==> config.mk <==
export PLATFORM = sky130hd
export DESIGN_NAME = display_decoder
export DESIGN_NICKNAME = d
export VERILOG_FILES = /design/src/rtl/clock_pkg.sv /design/src/rtl/seven_seg_decode.sv /design/src/rtl/display_decoder.sv
export SDC_FILE = /design/constraint.sdc
export NUM_CORES = 1
export LEC_CHECK = 0
export ABC_AREA = 1
export CORE_ASPECT_RATIO = 0.6
export CORE_UTILIZATION = 54
export DETAILED_ROUTE_END_ITERATION = 16
export HOLD_SLACK_MARGIN = 0.1
export PLACE_DENSITY = 0.79
export SLEW_MARGIN = 30
export SYNTH_ARGS = -nofsm -noshare
export SYNTH_HDL_FRONTEND = slang
export SYNTH_HIERARCHICAL = 1
export SYNTH_SLANG_ARGS = --single-unit
==> constraint.sdc <==
create_clock -name clkMSec -period 3.3 [get_ports clkMSec]
set_clock_uncertainty 0.2 [all_clocks]
set_input_delay 0.66 -clock clkMSec [delete_from_list [all_inputs] [get_ports clkMSec]]
set_output_delay 0.66 -clock clkMSec [all_outputs]
set_load 0.03 [all_outputs]
==> src/rtl/clock_pkg.sv <==
// Shared definitions for the seven-segment clock display decoder.
//   - digit_e : which display digit digitSelect is currently driving
//   - SEG_*   : active-high g..a segment patterns for 0..9 and blank
//   - state_e : frame FSM states
//   - HOUR_W / MIN_W / NUM_SLOTS : output widths and capture slot count
package clock_pkg;

  localparam int unsigned HOUR_W    = 5;
  localparam int unsigned MIN_W     = 6;
  localparam int unsigned NUM_SLOTS = 5;

  typedef enum logic [2:0] {
    DIG_MIN_ONES  = 3'd0,
    DIG_MIN_TENS  = 3'd1,
    DIG_HOUR_ONES = 3'd2,
    DIG_HOUR_TENS = 3'd3,
    DIG_IND       = 3'd4
  } digit_e;

  localparam logic [6:0] SEG_0     = 7'h3F;
  localparam logic [6:0] SEG_1     = 7'h06;
  localparam logic [6:0] SEG_2     = 7'h5B;
  localparam logic [6:0] SEG_3     = 7'h4F;
  localparam logic [6:0] SEG_4     = 7'h66;
  localparam logic [6:0] SEG_5     = 7'h6D;
  localparam logic [6:0] SEG_6     = 7'h7D;
  localparam logic [6:0] SEG_7     = 7'h07;
  localparam logic [6:0] SEG_8     = 7'h7F;
  localparam logic [6:0] SEG_9     = 7'h6F;
  localparam logic [6:0] SEG_BLANK = 7'h00;

  typedef enum logic [1:0] {
    COLLECT,
    CHECK,
    PUBLISH
  } state_e;

endpackage

==> src/rtl/seven_seg_decode.sv <==
// Combinational seven-segment pattern to BCD digit decoder.
//   seg_i   : segments g..a, active-high
//   digit_o : decoded digit 0..9 (0 when bad)
//   bad_o   : pattern is not a legal digit for this position
// BLANK_IS_ZERO lets a dark digit read as 0 (suppressed leading hour tens).
module seven_seg_decode
  import clock_pkg::*;
#(
  parameter bit BLANK_IS_ZERO = 1'b0
) (
  input  logic [6:0] seg_i,
  output logic [3:0] digit_o,
  output logic       bad_o
);

  always_comb begin
    digit_o = '0;
    bad_o   = 1'b0;
    case (seg_i)
      SEG_0:     digit_o = 4'd0;
      SEG_1:     digit_o = 4'd1;
      SEG_2:     digit_o = 4'd2;
      SEG_3:     digit_o = 4'd3;
      SEG_4:     digit_o = 4'd4;
      SEG_5:     digit_o = 4'd5;
      SEG_6:     digit_o = 4'd6;
      SEG_7:     digit_o = 4'd7;
      SEG_8:     digit_o = 4'd8;
      SEG_9:     digit_o = 4'd9;
      SEG_BLANK: bad_o   = ~BLANK_IS_ZERO;
      default:   bad_o   = 1'b1;
    endcase
  end

endmodule

==> src/rtl/display_decoder.sv <==
// Recovers hour/minute/PM from a multiplexed seven-segment clock display.
//   clkMSec      : 1 ms clock, rising edge
//   resetN       : asynchronous active-low reset
//   milTime      : 1 = 0..23 hours, 0 = 1..12 hours with PM flag
//   segmentData  : [6:0] segments g..a, [7] dp (PM on the indicator digit)
//   digitSelect  : digit being driven (0..4, 5..7 ignored)
//   hour/min/amPm: last accepted frame
//   frameValid / frameChanged / frameError : one-cycle frame status pulses
// Each digit is sampled once per dwell after STABLE_CYCLES stable cycles.
// A full set of five slots is snapshotted, checked, and published.
module display_decoder
  import clock_pkg::*;
#(
  parameter int unsigned STABLE_CYCLES = 2
) (
  input  logic              clkMSec,
  input  logic              resetN,
  input  logic              milTime,
  input  logic [7:0]        segmentData,
  input  logic [2:0]        digitSelect,
  output logic [HOUR_W-1:0] hour,
  output logic [MIN_W-1:0]  min,
  output logic              amPm,
  output logic              frameValid,
  output logic              frameChanged,
  output logic              frameError
);

  localparam int unsigned      CNT_W   = $clog2(STABLE_CYCLES + 1);
  localparam logic [CNT_W-1:0] CNT_MAX = CNT_W'(STABLE_CYCLES);

  logic [2:0]           sel_q;
  logic [CNT_W-1:0]     stab_q, stab_d;
  logic                 sel_changed, sample;
  logic [NUM_SLOTS-1:0] hit, mask_q, mask_d;
  logic [6:0]           slot_q [4];
  logic [6:0]           snap_q [4];
  logic                 pm_q, snap_pm_q;
  logic                 snap_en;
  state_e               state_q, state_d;

  logic [3:0]           dig [4];
  logic [3:0]           bad;
  logic [6:0]           min_full, hour_full;
  logic                 pm_eff, frame_ok, changed;

  logic [HOUR_W-1:0]    hour_q;
  logic [MIN_W-1:0]     min_q;
  logic                 ampm_q, valid_q, changed_q, error_q;

  // Sample on the first cycle the count hits the limit; saturation keeps it single-shot.
  always_comb begin
    sel_changed = (digitSelect != sel_q);
    if (sel_changed)            stab_d = CNT_W'(1);
    else if (stab_q == CNT_MAX) stab_d = stab_q;
    else                        stab_d = stab_q + CNT_W'(1);
    sample = (stab_d == CNT_MAX) && (sel_changed || (stab_q != CNT_MAX));
  end

  always_comb begin
    hit = '0;
    if (sample) begin
      case (digit_e'(digitSelect))
        DIG_MIN_ONES:  hit[0] = 1'b1;
        DIG_MIN_TENS:  hit[1] = 1'b1;
        DIG_HOUR_ONES: hit[2] = 1'b1;
        DIG_HOUR_TENS: hit[3] = 1'b1;
        DIG_IND:       hit[4] = 1'b1;
        default:       hit    = '0;
      endcase
    end
  end

  // A sample landing in the snapshot cycle seeds the new collection.
  always_comb begin
    state_d = state_q;
    snap_en = 1'b0;
    case (state_q)
      COLLECT: begin
        if (mask_q == '1) begin
          snap_en = 1'b1;
          state_d = CHECK;
        end
      end
      CHECK:   state_d = PUBLISH;
      PUBLISH: state_d = COLLECT;
      default: state_d = COLLECT;
    endcase
    mask_d = (snap_en ? '0 : mask_q) | hit;
  end

  always_ff @(posedge clkMSec or negedge resetN) begin
    if (!resetN) begin
      sel_q     <= '0;
      stab_q    <= '0;
      mask_q    <= '0;
      state_q   <= COLLECT;
      pm_q      <= 1'b0;
      snap_pm_q <= 1'b0;
      for (int unsigned i = 0; i < 4; i++) begin
        slot_q[i] <= '0;
        snap_q[i] <= '0;
      end
    end else begin
      sel_q   <= digitSelect;
      stab_q  <= stab_d;
      mask_q  <= mask_d;
      state_q <= state_d;
      for (int unsigned i = 0; i < 4; i++) begin
        if (hit[i]) slot_q[i] <= segmentData[6:0];
        if (snap_en) snap_q[i] <= slot_q[i];
      end
      if (hit[4])  pm_q      <= segmentData[7];
      if (snap_en) snap_pm_q <= pm_q;
    end
  end

  for (genvar g = 0; g < 4; g++) begin : g_dec
    seven_seg_decode #(.BLANK_IS_ZERO(g == 3)) u_dec (
      .seg_i   (snap_q[g]),
      .digit_o (dig[g]),
      .bad_o   (bad[g])
    );
  end

  // 7-bit intermediates hold 99 without wrap; range checks use the full value.
  always_comb begin
    min_full  = 7'(dig[1]) * 7'd10 + 7'(dig[0]);
    hour_full = 7'(dig[3]) * 7'd10 + 7'(dig[2]);
    pm_eff    = milTime ? 1'b0 : snap_pm_q;
    frame_ok  = (bad == '0) && (min_full <= 7'd59) &&
                (milTime ? (hour_full <= 7'd23)
                         : ((hour_full >= 7'd1) && (hour_full <= 7'd12)));
    changed   = ({hour_full[HOUR_W-1:0], min_full[MIN_W-1:0], pm_eff} !=
                 {hour_q, min_q, ampm_q});
  end

  // Results are registered at the end of CHECK so they are visible during PUBLISH.
  always_ff @(posedge clkMSec or negedge resetN) begin
    if (!resetN) begin
      hour_q    <= '0;
      min_q     <= '0;
      ampm_q    <= 1'b0;
      valid_q   <= 1'b0;
      changed_q <= 1'b0;
      error_q   <= 1'b0;
    end else begin
      valid_q   <= 1'b0;
      changed_q <= 1'b0;
      error_q   <= 1'b0;
      if (state_q == CHECK) begin
        if (frame_ok) begin
          hour_q    <= hour_full[HOUR_W-1:0];
          min_q     <= min_full[MIN_W-1:0];
          ampm_q    <= pm_eff;
          valid_q   <= 1'b1;
          changed_q <= changed;
        end else begin
          error_q   <= 1'b1;
        end
      end
    end
  end

  assign hour         = hour_q;
  assign min          = min_q;
  assign amPm         = ampm_q;
  assign frameValid   = valid_q;
  assign frameChanged = changed_q;
  assign frameError   = error_q;

endmodule

==> out/qor.txt <==
DR vias = 4351
nets = 728
routed len/inst = 14.19 um
unrepaired setup endpoints after global routing = true
die area = 9540 um2
Worst R2R Start = snap_q[17]$_DFFE_PN0P_
worst min-delay path class = in2async
total congestion overflow = 0
Distinct cells, synth = 33
Syn. warnings = 6
iteration-0 DRC count of the detailed router = 332
Max VDD drop = 348.4 uV
DR pass1 iterations = 5
min cycle time layout = 3.279 ns
most frequent cells in the layout = 229 x nand2_1, 79 x dfrtp_1, 73 x inv_1
# clock sinks = 85
Max Cap Viol = 0
Area Growth Syn to Fin = 20.13%
row count = 26
most used cell, CP = nand2_1
width of the die = 125.4 um
Port Buffers = 28
Starting Density = 56.83%
Syn Area/Cell = 7.547 um2
antenna violations before repair = 0
TritonCTS clock tree = done
Seq/Total Area, Yosys = 43.09%
Critical Path Source = snap_q[17]$_DFFE_PN0P_
CP Class = reg2reg
fraction of layout cells with a size suffix above 1 = 18.12%
Slew Viols, Final = 0
Required @ worst endpoint = 3.33 ns
vias in the first global route = 4115
Synthesized Nets = 686
Root Driver = clkbuf_16
Via density = 5.352
final WL = 11540 um
Final period util = 99.37%
final core utilization = 68.27%
CP endpoint kind = flip-flop
Final Hold Fails = 0
overall power = 2898 uW
status = completed
GRT Overall Usage = 25.76%
IO Count = 29
synthesized area = 4936 um2
clk_lat worst skew = 0.34 ns
hold slack final = 0.1452 ns
hpwl dp = 8007 um
Arr. time, crit path = 3.31 ns
Pwr Density = 488.7 nW/um2
Detail Route Antenna Nets = 0
#FFs+latches synth = 85
Worst-Margin Slew = 0.8592 ns
cells along the critical path = inv_1 -> nand2_1 -> nor2_1 -> nand2_1 -> nand2_2 -> inv_2 -> nand3_1 -> ha_2 -> ha_4 -> inv_2 -> fa_1 -> nand3_1 -> nand3_2 -> o21ai_1 -> nor2_4 -> nand3_4 -> nand2_2 -> nand2_1
routability cong. = 0.9501
drc violations = 0
# setup viols final = 0
max_slew headroom = 42.37%
H-tree levels = 3
Crit path largest cell delay = 0.55 ns
crit path launch type = flip-flop
first-pass GRT wire length = 19310 um
core area = 8686 um2
Reg clk slew, reported paths = 0.06 ns
diode count = 0
pre-CTS WS = -0.08187 ns
most common cell after layout, fill and taps aside = nand2_1
FMAX = 305.0 MHz
chip height = 76.06 um
final setup margin = 0.02088 ns
largest net degree at the start of global routing = 86
Syn Inst Count = 654
Leak = 0.003056 uW
CP max stage cell = fa_1
TritonCTS buffer count = 9
Clock Path Buffers = 2
Max FO, Critical Path = 7
[metal layers]
layer,GRT usage (%),share of wire (%)
met1,35.04,46
met4,5.732,0.87
met5,0,0
met2,41.17,46
met3,7.093,6.5
[path summary, 6_finish.rpt]
| path | slack, ns | end | depth (start not counted) |
|---|---|---|---|
| worst max-delay path | 0.02 | hour[0]$_DFFE_PN0P_ | 18 |
| worst min-delay path | 0.15 | slot_q[15]$_DFFE_PN0P_ | 1 |
| worst max register to register | 0.02 | hour[0]$_DFFE_PN0P_ | 18 |
| worst min register to register | 0.27 | snap_q[5]$_DFFE_PN0P_ | 2 |
| max in group asynchronous | 2.15 | snap_q[1]$_DFFE_PN0P_ | 1 |
| min in group clkMSec | 0.27 | snap_q[5]$_DFFE_PN0P_ | 2 |
[layout make-up]
cell class / instances / area (um2)
multi-input cells: 477 / 2606
clock inverters: 5 / 82.58
inverters: 79 / 296.5
well taps: 112 / 140.1
repair buffers: 44 / 416.7
flip-flops and latches: 85 / 2135
clock buffers: 11 / 252.7
fillers: 682 / 2756
[Yosys cell counts]
library cell / instances / area [um2]
a21boi_0: 1 / 7.510
a21oi_1: 2 / 10.01
a21oi_4: 1 / 16.27
buf_1: 3 / 11.26
buf_4: 2 / 15.01
buf_6: 5 / 56.30
clkbuf_1: 4 / 15.01
dfrtp_1: 85 / 2127
fa_1: 4 / 80.08
ha_1: 14 / 175.2
inv_1: 77 / 289.0
inv_2: 2 / 7.510
nand2_1: 248 / 930.9
nand2_2: 6 / 37.54
nand2_4: 2 / 22.52
nand3_1: 28 / 140.1
nand3_2: 3 / 30.03
nand3_4: 1 / 17.52
nand3b_1: 4 / 30.03
nand4_1: 24 / 150.1
nand4_2: 2 / 25.02
nor2_1: 67 / 251.5
nor2_2: 9 / 56.30
nor2_4: 1 / 11.26
nor3_1: 1 / 5.000
nor3_2: 3 / 30.03
o211ai_1: 1 / 7.510
o21ai_0: 23 / 115.1
o21ai_1: 1 / 5.000
o21ai_2: 14 / 122.6
or2_2: 1 / 6.260
xnor2_1: 10 / 87.58
xor2_1: 5 / 43.79
[registers in the layout, summed over array words and instances (netlist names), 2 cells and up]
signal,flops
state_q,2
sel_q,3
min,6
hour,5
stab_q,2
slot_q,28
mask_q,5
snap_q,28
[worst max-delay path: cells and delay by family, from the launching register on]
family,cells,cell delay [ns]
flops,1,0.43
simple gates,11,1.39
fa+ha+maj,3,0.87
compound gates,1,0.12
buf+inv,3,0.15
[what timing repair did]
action,4_1_cts,5_1_grt
gates resized for setup,5,57
cloned,2,0
setup endpoints to repair,14,15
setup buffers,1,9
hold buffers,0,0
pin swaps,1,28
[power by group]
group	leakage, uW	internal, uW	switching [uW]
clock	0.000154	704	415
sequential	0.00113	1220	134
combinational	0.00177	169	253
total	0.00306	2090	803
[cells by family after synthesis]
kind of cell / share of synthesized area [%]
DFF: 43.09
xor gates and xnor gates: 2.661
buffers and inverters: 7.985
adders and majority gates: 5.171
and+or+nand+nor: 35.34
AOI/OAI and AO/OA: 5.754
[metrics by stage]
step	cells	setup TNS, ns	area [um2]
5_1_grt	813	-1.514	5929
3_3_place_gp	785	-0.002806	5294
6_report	813	0	5929
2_1_floorplan	654	0	4936
3_5_place_dp	785	-0.9205	5298
4_1_cts	804	0	5680
No activity file was read; power rests on OpenSTA's default activity.
